<file path="config.mk">
export PLATFORM = sky130hd
export DESIGN_NAME = riot_pia
export DESIGN_NICKNAME = d
export VERILOG_FILES = /design/src/rtl/riot_pia_pkg.sv /design/src/rtl/riot_timer.sv /design/src/rtl/riot_pia.sv
export SDC_FILE = /design/constraint.sdc
export NUM_CORES = 1
export LEC_CHECK = 0
export CAP_MARGIN = 20
export CELL_PAD_IN_SITES_DETAIL_PLACEMENT = 0
export CELL_PAD_IN_SITES_GLOBAL_PLACEMENT = 2
export CORE_AREA = 2 2 109 111
export CTS_CLUSTER_SIZE = 10
export DETAILED_ROUTE_END_ITERATION = 10
export DIE_AREA = 0 0 111 113
export PLACE_DENSITY = 0.91
export SLEW_MARGIN = 20
export SYNTH_ARGS = -nofsm -noshare
export SYNTH_HDL_FRONTEND = slang
export SYNTH_HIERARCHICAL = 1
export SYNTH_SLANG_ARGS = --single-unit
</file>
<file path="constraint.sdc">
create_clock -name clk -period 3.85 [get_ports clk]
set_input_delay 0.385 -clock clk [delete_from_list [all_inputs] [get_ports clk]]
set_output_delay 0.385 -clock clk [all_outputs]
set_load 0.005 [all_outputs]
</file>
<file path="src/rtl/riot_pia_pkg.sv">
// Shared definitions for the 6532 RIOT PIA window: register offsets,
// prescale codes, timer mode encoding and small helper functions.
package riot_pia_pkg;

   // Window decode constants for the top-level address decoder (0280h-029Fh).
   localparam logic [12:0] PIA_BASE = 13'h0280;
   localparam logic [12:0] PIA_MASK = 13'h1FE0;

   // Register offsets within the window (address_bus[4:0]).
   localparam logic [4:0] OFS_SWCHA  = 5'h00;
   localparam logic [4:0] OFS_SWACNT = 5'h01;
   localparam logic [4:0] OFS_SWCHB  = 5'h02;
   localparam logic [4:0] OFS_SWBCNT = 5'h03;
   localparam logic [4:0] OFS_INTIM  = 5'h04;
   localparam logic [4:0] OFS_TIMINT = 5'h05;
   localparam logic [4:0] OFS_TIM1T  = 5'h14;
   localparam logic [4:0] OFS_TIM8T  = 5'h15;
   localparam logic [4:0] OFS_TIM64T = 5'h16;
   localparam logic [4:0] OFS_T1024T = 5'h17;

   // Prescale select codes (address bits A1:A0 of a timer load).
   localparam logic [1:0] PRE_1T    = 2'd0;
   localparam logic [1:0] PRE_8T    = 2'd1;
   localparam logic [1:0] PRE_64T   = 2'd2;
   localparam logic [1:0] PRE_1024T = 2'd3;

   // Timer mode: divided by the prescaler, or one decrement per tick after underflow.
   typedef enum logic {
      MODE_PRESCALED = 1'b0,
      MODE_FREERUN   = 1'b1
   } tim_mode_e;

   // Reload value for the prescale counter: N-1 ticks between decrements.
   function automatic logic [9:0] presc_reload(input logic [1:0] sel);
      logic [9:0] r;
      case (sel)
         PRE_1T:  r = 10'd0;
         PRE_8T:  r = 10'd7;
         PRE_64T: r = 10'd63;
         default: r = 10'd1023;
      endcase
      return r;
   endfunction

   // Pin/latch mix seen when reading a port: output bits show the latch, inputs the pins.
   function automatic logic [7:0] port_mix(input logic [7:0] out_q, input logic [7:0] oe,
                                           input logic [7:0] pins);
      return (out_q & oe) | (pins & ~oe);
   endfunction

endpackage

</file>
<file path="src/rtl/riot_timer.sv">
// RIOT interval timer: 8-bit count, 10-bit prescale counter, PRESCALED/FREERUN
// mode and the underflow flag. All activity is qualified by i_tick; i_load and
// i_rd_clr arrive already qualified by the bus access.
module riot_timer
   import riot_pia_pkg::*;
#(
   parameter logic [7:0] TIMER_RESET  = 8'hFF,
   parameter logic [1:0] PRESCALE_RST = 2'd3
) (
   input  logic       clk,
   input  logic       rst_n,
   input  logic       i_tick,
   input  logic       i_load,
   input  logic [7:0] i_val,
   input  logic [1:0] i_sel,
   input  logic       i_rd_clr,
   output logic [7:0] o_value_nxt,
   output logic       o_flag_nxt
);

   logic [7:0] r_value;
   logic [9:0] r_pre;
   logic [1:0] r_sel;
   logic       r_flag;
   tim_mode_e  r_mode;

   logic [7:0] w_value_nxt;
   logic [9:0] w_pre_nxt;
   logic [1:0] w_sel_nxt;
   logic       w_flag_nxt;
   tim_mode_e  w_mode_nxt;
   logic       w_dec;
   logic       w_underflow;

   // Next-state: load has priority over everything; underflow set beats an INTIM clear.
   // A load parks the prescaler at zero so the first decrement lands on the next tick.
   always_comb begin
      w_value_nxt = r_value;
      w_pre_nxt   = r_pre;
      w_sel_nxt   = r_sel;
      w_flag_nxt  = r_flag;
      w_mode_nxt  = r_mode;
      w_dec       = 1'b0;
      w_underflow = 1'b0;
      if (i_tick) begin
         if (i_load) begin
            w_value_nxt = i_val;
            w_sel_nxt   = i_sel;
            w_pre_nxt   = 10'd0;
            w_mode_nxt  = MODE_PRESCALED;
            w_flag_nxt  = 1'b0;
         end else begin
            w_dec = (r_mode == MODE_FREERUN) || (r_pre == 10'd0);
            if (r_mode == MODE_PRESCALED) begin
               w_pre_nxt = (r_pre == 10'd0) ? presc_reload(r_sel) : (r_pre - 10'd1);
            end
            if (w_dec) begin
               w_value_nxt = r_value - 8'd1;
               if (r_value == 8'd0) begin
                  w_underflow = 1'b1;
                  w_flag_nxt  = 1'b1;
                  w_mode_nxt  = MODE_FREERUN;
               end
            end
            if (!w_underflow && i_rd_clr) begin
               w_flag_nxt = 1'b0;
            end
         end
      end
   end

   // State register with synchronous active-low reset.
   always_ff @(posedge clk) begin
      if (!rst_n) begin
         r_value <= TIMER_RESET;
         r_pre   <= presc_reload(PRESCALE_RST);
         r_sel   <= PRESCALE_RST;
         r_flag  <= 1'b0;
         r_mode  <= MODE_PRESCALED;
      end else begin
         r_value <= w_value_nxt;
         r_pre   <= w_pre_nxt;
         r_sel   <= w_sel_nxt;
         r_flag  <= w_flag_nxt;
         r_mode  <= w_mode_nxt;
      end
   end

   // INTIM/TIMINT reads return the count and flag as they stand after this tick.
   assign o_value_nxt = w_value_nxt;
   assign o_flag_nxt  = w_flag_nxt;

endmodule

</file>
<file path="src/rtl/riot_pia.sv">
// 6532 RIOT bus responder: port A/B latches and direction registers, PA7 edge
// detector, interrupt enables, registered read mux and the interval timer.
// Read data appears on the clock edge after the access and holds until the next read.
module riot_pia
   import riot_pia_pkg::*;
#(
   parameter logic [7:0] TIMER_RESET  = 8'hFF,
   parameter logic [1:0] PRESCALE_RST = 2'd3
) (
   input  logic       clk,
   input  logic       rst_n,
   input  logic       cpu_en,
   input  logic       cs,
   input  logic [4:0] addr,
   input  logic       we,
   input  logic [7:0] wdata,
   output logic [7:0] rdata,
   input  logic [7:0] pa_in,
   output logic [7:0] pa_out,
   output logic [7:0] pa_oe,
   input  logic [7:0] pb_in,
   output logic [7:0] pb_out,
   output logic [7:0] pb_oe,
   output logic       irq
);

   logic [7:0] r_pa_out;
   logic [7:0] r_pa_oe;
   logic [7:0] r_pb_out;
   logic [7:0] r_pb_oe;
   logic [7:0] r_rdata;
   logic       r_irq;
   logic       r_tim_ie;
   logic       r_pa7_ie;
   logic       r_pa7_pol;
   logic       r_pa7_flag;
   logic       r_pa7_d;

   logic       w_acc;
   logic       w_wr;
   logic       w_rd;
   logic       w_wr_port;
   logic       w_wr_edge;
   logic       w_tim_load;
   logic       w_rd_intim;
   logic       w_rd_timint;
   logic       w_pa7_edge;
   logic [7:0] w_tim_value_nxt;
   logic       w_tim_flag_nxt;
   logic       w_tim_ie_nxt;
   logic       w_pa7_flag_nxt;
   logic       w_pa7_ie_nxt;
   logic       w_pa7_pol_nxt;
   logic       w_irq_nxt;
   logic [7:0] w_rd_mux;

   // Access decode; cpu_en gates every side effect.
   assign w_acc       = cs & cpu_en;
   assign w_wr        = w_acc & we;
   assign w_rd        = w_acc & ~we;
   assign w_wr_port   = w_wr & ~addr[4] & ~addr[2];
   assign w_wr_edge   = w_wr & ~addr[4] & addr[2];
   assign w_tim_load  = w_wr & addr[4] & addr[2];
   assign w_rd_intim  = w_rd & addr[2] & ~addr[0];
   assign w_rd_timint = w_rd & addr[2] & addr[0];

   // Selected PA7 transition, compared against last clock's pin sample.
   assign w_pa7_edge  = r_pa7_pol ? (~r_pa7_d & pa_in[7]) : (r_pa7_d & ~pa_in[7]);

   riot_timer #(
      .TIMER_RESET (TIMER_RESET),
      .PRESCALE_RST(PRESCALE_RST)
   ) u_timer (
      .clk        (clk),
      .rst_n      (rst_n),
      .i_tick     (cpu_en),
      .i_load     (w_tim_load),
      .i_val      (wdata),
      .i_sel      (addr[1:0]),
      .i_rd_clr   (w_rd_intim),
      .o_value_nxt(w_tim_value_nxt),
      .o_flag_nxt (w_tim_flag_nxt)
   );

   // Next values for enables and the PA7 flag; an edge wins over a TIMINT clear.
   always_comb begin
      w_tim_ie_nxt   = r_tim_ie;
      w_pa7_ie_nxt   = r_pa7_ie;
      w_pa7_pol_nxt  = r_pa7_pol;
      w_pa7_flag_nxt = r_pa7_flag;
      if (w_tim_load || w_rd_intim) begin
         w_tim_ie_nxt = addr[3];
      end
      if (w_wr_edge) begin
         w_pa7_pol_nxt = addr[0];
         w_pa7_ie_nxt  = addr[1];
      end
      if (w_pa7_edge) begin
         w_pa7_flag_nxt = 1'b1;
      end else if (w_rd_timint) begin
         w_pa7_flag_nxt = 1'b0;
      end
      w_irq_nxt = (w_tim_flag_nxt & w_tim_ie_nxt) | (w_pa7_flag_nxt & w_pa7_ie_nxt);
   end

   // Read mux; A4 and A3 do not affect read selection.
   always_comb begin
      w_rd_mux = 8'h00;
      if (!addr[2]) begin
         case (addr[1:0])
            2'd0:    w_rd_mux = port_mix(r_pa_out, r_pa_oe, pa_in);
            2'd1:    w_rd_mux = r_pa_oe;
            2'd2:    w_rd_mux = port_mix(r_pb_out, r_pb_oe, pb_in);
            default: w_rd_mux = r_pb_oe;
         endcase
      end else if (!addr[0]) begin
         w_rd_mux = w_tim_value_nxt;
      end else begin
         w_rd_mux = {w_tim_flag_nxt, r_pa7_flag, 6'b00_0000};
      end
   end

   // Register file, read data and irq. The PA7 sampler tracks the pin even in
   // reset so that leaving reset never produces a spurious edge.
   always_ff @(posedge clk) begin
      if (!rst_n) begin
         r_pa_out   <= 8'h00;
         r_pa_oe    <= 8'h00;
         r_pb_out   <= 8'h00;
         r_pb_oe    <= 8'h00;
         r_rdata    <= 8'h00;
         r_irq      <= 1'b0;
         r_tim_ie   <= 1'b0;
         r_pa7_ie   <= 1'b0;
         r_pa7_pol  <= 1'b0;
         r_pa7_flag <= 1'b0;
         r_pa7_d    <= pa_in[7];
      end else begin
         if (w_wr_port) begin
            case (addr[1:0])
               2'd0:    r_pa_out <= wdata;
               2'd1:    r_pa_oe  <= wdata;
               2'd2:    r_pb_out <= wdata;
               default: r_pb_oe  <= wdata;
            endcase
         end
         if (w_rd) begin
            r_rdata <= w_rd_mux;
         end
         r_tim_ie   <= w_tim_ie_nxt;
         r_pa7_ie   <= w_pa7_ie_nxt;
         r_pa7_pol  <= w_pa7_pol_nxt;
         r_pa7_flag <= w_pa7_flag_nxt;
         r_pa7_d    <= pa_in[7];
         r_irq      <= w_irq_nxt;
      end
   end

   assign rdata  = r_rdata;
   assign pa_out = r_pa_out;
   assign pa_oe  = r_pa_oe;
   assign pb_out = r_pb_out;
   assign pb_oe  = r_pb_oe;
   assign irq    = r_irq;

endmodule

</file>
==> results.sh, run 1 <==
export IMPL_nets=517
export IMPL_required_ns=4.09
export IMPL_drt_iter0_drc=193
export IMPL_crit_path_end_kind="flop"
export IMPL_drt_met1_wl_um=4860
export IMPL_post_synth_top_count_cell="dfxtp_1"
export IMPL_clkSinkCount=68
export IMPL_grt_pass1_vias=3384
export IMPL_synth_seq_cells=68
export IMPL_met2_length_um=4979
export IMPL_hold_violations=0
export IMPL_dr_max_layer_used="met4"
export IMPL_syn_nets=452
export IMPL_cts_buffers_inserted=9
export IMPL_die_w_um=111
export IMPL_antenna_found_initial=0
export IMPL_areaGrowthSynthToFinish_pct=31.33
export IMPL_power_per_cell_area_nw_per_um2=371.2
export IMPL_synth_area_per_cell_um2=8.930
export IMPL_grt_pass1_wl_um=17820
export IMPL_postCtsHoldBufs=0
export IMPL_r2r_slack_ns=1.14
export IMPL_diodes=0
export IMPL_drtPass1Iterations=4
export IMPL_htree_levels=3
export IMPL_die_y_um=113
export IMPL_p_leak_nw=1.772
export IMPL_synth_ff_type="dfxtp_1"
export IMPL_critPathKind="reg -> reg"
export IMPL_seq_area_frac_synth=0.3673
export IMPL_status="completed"
export IMPL_rsz0062_at_grt="no"
export IMPL_drc=0
export IMPL_synth_area_um2=3706
export IMPL_met3_length_um=572
export IMPL_seqCellArea_um2=1361
export IMPL_synthTopCellsByArea="dfxtp_1 37%, mux2i_1 10%, nor2b_1 6.4%"
export IMPL_synthTopCellsByCount="68 x dfxtp_1, 38 x nor2b_1, 37 x mux2i_1"
export IMPL_cts_resized=0
export IMPL_synth_largest_area_cell="dfxtp_1"
export IMPL_ys_warn_count=6
export IMPL_grt_usage=0.1752
export IMPL_wire_per_inst_um=16.84
export IMPL_path_clk_slew_ns=0.06
export IMPL_cp_arrival_ns=2.95
export IMPL_post_cts_buffers=0
export IMPL_grt_start_max_net_pins=67
export IMPL_ioPinCount=75
export IMPL_worstMarginPinSlew_ns=1.066
export IMPL_max_freq_mhz=369.4
export IMPL_period_minus_slack_ns=2.707
export IMPL_relSlewSlack=0.2891
export IMPL_gp_congestion=0.8200
export IMPL_overflow=0
export IMPL_die_area_um2=12540
export IMPL_dp_hpwl_um=7576
export IMPL_max_stage_delay_ns=0.65
export IMPL_final_antenna_net_count=0
export IMPL_drt_vias_per_instance=5.432
export IMPL_drt_total_wl_um=10580
export IMPL_setup_violations=0
export IMPL_drive_above_1_share=0.1010
export IMPL_maxCapViolCount=0
export IMPL_rows=39
export IMPL_multi_input_area_um2=2166
export IMPL_synth_cells=415
export IMPL_port_buffers=74
export IMPL_root_buffer="clkbuf_16"
export IMPL_drv_slew=0
export IMPL_synth_edf_count=0
export IMPL_vias=3411
export IMPL_crit_fanout=8
export IMPL_hold_path_class="reg -> reg"
export IMPL_synth_cell_types=71
export IMPL_clock_path_buffers=2
export IMPL_finalSetupTns_ns=0
export IMPL_core_area_um2=11270
export IMPL_setup_ws_ns=1.143
export IMPL_cp_slowest_cell="or4b_1"
export IMPL_fin_skew_ns=0.006939
export IMPL_cp_cell_sequence="inv_1, ha_1, or4b_1, o41ai_4, a211oi_2, nor3_1, mux2i_1, a311oi_1"
export IMPL_worstSkewPairLatency_ns=0.33
export IMPL_peakVddDrop_mv=0.1688
export IMPL_period_share=0.7032
export IMPL_async_flop_share=0
export IMPL_start_util=0.3288
export IMPL_cp_start_kind="flop"
export IMPL_fillers=1109
export IMPL_synth_top_area_share=0.3673
export IMPL_dp_slack_ns=0.9421
export IMPL_cts_tree="built"
worst paths after layout:
| check | start | end | depth (start not counted) |
|---|---|---|---|
| worst min register to register | r_tim_ie | r_tim_ie | 2 |
| worst max-delay path | u_timer/r_pre[0] | rdata[6] | 8 |
| worst min-delay path | r_tim_ie | r_tim_ie | 2 |
| worst max register to register | u_timer/r_pre[0] | rdata[6] | 8 |
layer usage:
layer  GRT usage  vias to the layer above
met1      0.2251                     1623
met4     0.07000                        0
li1            -                     1680
met3     0.03803                       14
met5           0                        -
met2      0.2883                       94
cell families (layout without fill, tap and decap cells):
group	count (synthesis)	in the layout	synth area share
AO/OA/AOI/OAI	112	112	0.2097
multiplexers	37	37	0.09993
adder cells (fa/ha/maj)	3	3	0.01013
AND/OR/NAND/NOR	153	153	0.2647
buffers and inverters	42	112	0.04828
flip-flops	68	68	0.3673
registers in the layout, summed over array words and instances (netlist names):
register,cells
r_pa7_d,1
rdata,8
u_timer/r_mode,1
r_pa7_pol,1
u_timer/r_value,8
pb_out,8
r_pa7_flag,1
u_timer/r_flag,1
u_timer/r_sel,2
u_timer/r_pre,10
r_pa7_ie,1
r_tim_ie,1
pb_oe,8
pa_oe,8
irq,1
pa_out,8
cells in the final DEF, fill, tap and decap left out, drive strengths merged, types with 9 or more instances in the layout:
cell           instances
a21oi                 18
o31ai                  9
clkbuf                 9
nand3                 14
nor2b                 38
o21ai                 34
nor2                  12
inv                   19
nor3                  14
mux2i                 37
dfxtp                 68
clkdlybuf4s50         73
nand2                 17
metrics by stage:
step                utilization  hold slack, ns  instance area [µm²]  power [mW]  std cells
global route             0.4318          0.5337                 4867       1.885        628
floorplan                     -          0.4127                 3706      0.8440        415
finish                   0.4318          0.4821                 4867       1.807        628
CTS                      0.4318          0.4895                 4867       1.831        628
global placement         0.4030          0.4607                 4543      0.9255        612
detailed placement       0.4030          0.4783                 4543      0.9265        612
worst max-delay path: cells and delay by family, from the launching register on:
kind	cells	cell delay (ns)
AO/OA/AOI/OAI	3	0.96
AND/OR/NAND/NOR	2	0.92
flip-flops	1	0.34
adder cells (fa/ha/maj)	1	0.20
multiplexers	1	0.12
buffers and inverters	1	0.06
area by class of cell:
type                       count  area share
clock buffer                   9     0.04627
clock inverter                 7     0.02031
inverter                      17     0.01311
multi-input combinational    305      0.4450
sequential                    68      0.2797
tap                          143     0.03676
timing repair buffer          79      0.1589
power by group:
group	leakage (nW)	internal, mW	switching [mW]
sequential	0.552	0.720	0.0195
clock	0.156	0.571	0.324
combinational	1.06	0.0846	0.0870
Power figures use the tool's default switching activity.
==> run 2, diff against run 1 <==
--- a/config.mk
+++ b/config.mk
@@ -8,11 +8,11 @@
 export CAP_MARGIN = 20
 export CELL_PAD_IN_SITES_DETAIL_PLACEMENT = 0
 export CELL_PAD_IN_SITES_GLOBAL_PLACEMENT = 2
-export CORE_AREA = 2 2 109 111
+export CORE_AREA = 2 2 113 115
 export CTS_CLUSTER_SIZE = 10
 export DETAILED_ROUTE_END_ITERATION = 10
-export DIE_AREA = 0 0 111 113
-export PLACE_DENSITY = 0.91
+export DIE_AREA = 0 0 115 117
+export PLACE_DENSITY = 0.86
 export SLEW_MARGIN = 20
 export SYNTH_ARGS = -nofsm -noshare
 export SYNTH_HDL_FRONTEND = slang
==> constraint.sdc (replaced) <==
create_clock -name clk -period 2.85 [get_ports clk]
set_input_delay 0.285 -clock clk [delete_from_list [all_inputs] [get_ports clk]]
set_output_delay 0.285 -clock clk [all_outputs]
set_load 0.005 [all_outputs]
==> run 2 against run 1 <==
First-iteration DRC count down 34%. Cell count up 3.3%. Maximum frequency up 4.3%. Total power up 42%. Largest cell class unchanged. Register-to-register slack worse by 0.89 ns. Global-route usage down 0.66 points. Die area up 7.3%. Critical path depth unchanged.
==> results.sh, run 2 (synthesized netlist as in run 1, its figures left out) <==
export IMPL_status="completed"
export IMPL_critical_path_depth=8
export IMPL_die_area_um2=13460
export IMPL_internal_power_mw=1.996
export IMPL_hold_depth=2
export IMPL_port_buffers=74
export IMPL_crit_path_end_kind="flop"
export IMPL_stdcell_area_um2=5009
export IMPL_max_freq_mhz=385.4
export IMPL_setup_violations=0
export IMPL_grt_start_max_net_pins=48
export IMPL_wire_per_inst_um=16.99
export IMPL_max_stage_delay_ns=0.66
export IMPL_period_minus_slack_ns=2.595
export IMPL_drt_iter0_drc=128
export IMPL_drt_vias_per_instance=5.291
export IMPL_cts_resized=0
export IMPL_ioPinCount=75
export IMPL_critPathKind="reg -> reg"
export IMPL_crit_family="compound AO/OA/AOI/OAI gates"
export IMPL_areaGrowthSynthToFinish_pct=35.15
export IMPL_reg2reg_to="rdata[6]"
export IMPL_cp_slowest_cell="or4b_1"
export IMPL_worstHoldEndpoint="r_tim_ie"
export IMPL_core_area_um2=12310
export IMPL_die_w_um=115
export IMPL_cp_start_kind="flop"
export IMPL_p_leak_nw=1.859
export IMPL_path_clk_slew_ns=0.06
export IMPL_clkPwrFrac=0.515
export IMPL_clkSinkCount=68
export IMPL_switching_power_mw=0.5651
export IMPL_cts_tree="built"
export IMPL_htree_levels=3
export IMPL_postCtsHoldBufs=0
export IMPL_cp_arrival_ns=2.84
export IMPL_drc=0
export IMPL_top_register="u_timer/r_pre"
export IMPL_required_ns=3.09
export IMPL_dpl_cell_area_um2=4657
export IMPL_grt_pass1_vias=3378
export IMPL_clock_path_buffers=2
export IMPL_maxCapViolCount=0
export IMPL_finalSetupTns_ns=0
export IMPL_hold_violations=0
export IMPL_switching_share=0.2207
export IMPL_fin_skew_ns=0.006020
export IMPL_grt_usage=0.1687
export IMPL_diodes=0
export IMPL_rows=41
export IMPL_drive_above_1_share=0.1242
export IMPL_worstMarginPinSlew_ns=0.8514
export IMPL_drtPass1Iterations=4
export IMPL_largest_reg_flops=10
export IMPL_dp_hpwl_um=7986
export IMPL_final_antenna_net_count=0
export IMPL_crit_fanout=8
export IMPL_r2r_start="u_timer/r_pre[0]"
export IMPL_vias=3434
export IMPL_crit_start="u_timer/r_pre[0]"
export IMPL_worstSkewPairLatency_ns=0.33
export IMPL_drv_slew=0
export IMPL_antenna_found_initial=0
export IMPL_overflow=0
export IMPL_period_share=0.9104
export IMPL_nets=531
export IMPL_relSlewSlack=0.4324
export IMPL_min_from="r_tim_ie"
export IMPL_r2r_cells=8
export IMPL_die_y_um=117
export IMPL_cp_cell_sequence="inv_1, ha_1, or4b_1, o41ai_4, a211oi_2, nor3_1, mux2i_1, a311oi_1"
export IMPL_root_buffer="clkbuf_16"
export IMPL_r2r_slack_ns=0.26
export IMPL_hold_path_class="reg -> reg"
export IMPL_power_share_sequential=0.390
export IMPL_power_per_cell_area_nw_per_um2=511.4
export IMPL_gp_congestion=0.8319
export IMPL_cts_buffers_inserted=9
export IMPL_combPwrFrac=0.095
export IMPL_drt_total_wl_um=11030
export IMPL_mostFrequentLayoutCell="clkdlybuf4s50_1"
export IMPL_start_util=0.3010
export IMPL_post_cts_buffers=0
export IMPL_worst_path_buf_inv=1
export IMPL_grt_pass1_wl_um=17800
export IMPL_peakVddDrop_mv=0.2079
export IMPL_final_cell_mix="73 x clkdlybuf4s50_1, 68 x dfxtp_1, 38 x nor2b_1, 37 x mux2i_1, 33 x o21ai_0"
export IMPL_rsz0062_at_grt="no"
-- run 2: per-stage QoR --
step	power, mW	util	std cells	hold WS (ns)	setup slack [ns]
after floorplan	1.140	-	415	0.3127	0.6109
after global placement	1.262	0.3783	633	0.4554	0.3554
after detailed placement	1.263	0.3783	633	0.4648	0.2779
after CTS	2.584	0.4068	649	0.4739	0.2659
after global routing	2.657	0.4068	649	0.5048	0.08488
final	2.561	0.4068	649	0.4732	0.2553
-- run 2: worst max path at each step --
| stage | end | slack (ns) |
|---|---|---|
| floorplan | rdata[6] | 0.61 |
| global placement | rdata[6] | 0.36 |
| detailed placement | rdata[6] | 0.28 |
| CTS | rdata[6] | 0.27 |
| global route | rdata[6] | 0.08 |
| finish | rdata[6] | 0.26 |
-- run 2: metal layers --
| layer | up-vias | global-route usage | part of all wire |
|---|---|---|---|
| met3 | 8 | 0.05355 | 0.058 |
| met4 | 0 | 0.03855 | 0.0081 |
| met2 | 95 | 0.2745 | 0.47 |
| li1 | 1712 | - | - |
| met5 | - | 0 | 0 |
| met1 | 1619 | 0.2198 | 0.47 |
-- run 2: worst reg2reg max path, delay by kind of cell, from the launching register on --
family / cells / cell delay (ns)
compound gates: 3 / 0.93
flops: 1 / 0.34
buf+inv: 1 / 0.07
mux: 1 / 0.11
fa+ha+maj: 1 / 0.19
simple gates: 2 / 0.88
-- run 2: final cells by class --
type                       instances  area (µm²)
fill                            1229        7303
multi-input combinational        305        2166
sequential                        68        1361
timing repair buffer              93       878.3
clock buffer                      12       256.5
tap                              150       187.7
clock inverter                     4       95.09
inverter                          17       63.81
-- run 2: power groups by stage --
stage	registers [mW]	clock network, mW	logic (mW)
floorplan	1.01	0	0.132
global placement	1.02	0	0.244
detailed placement	1.02	0	0.245
CTS	0.998	1.34	0.246
global route	1.00	1.39	0.267
finish	0.999	1.32	0.244
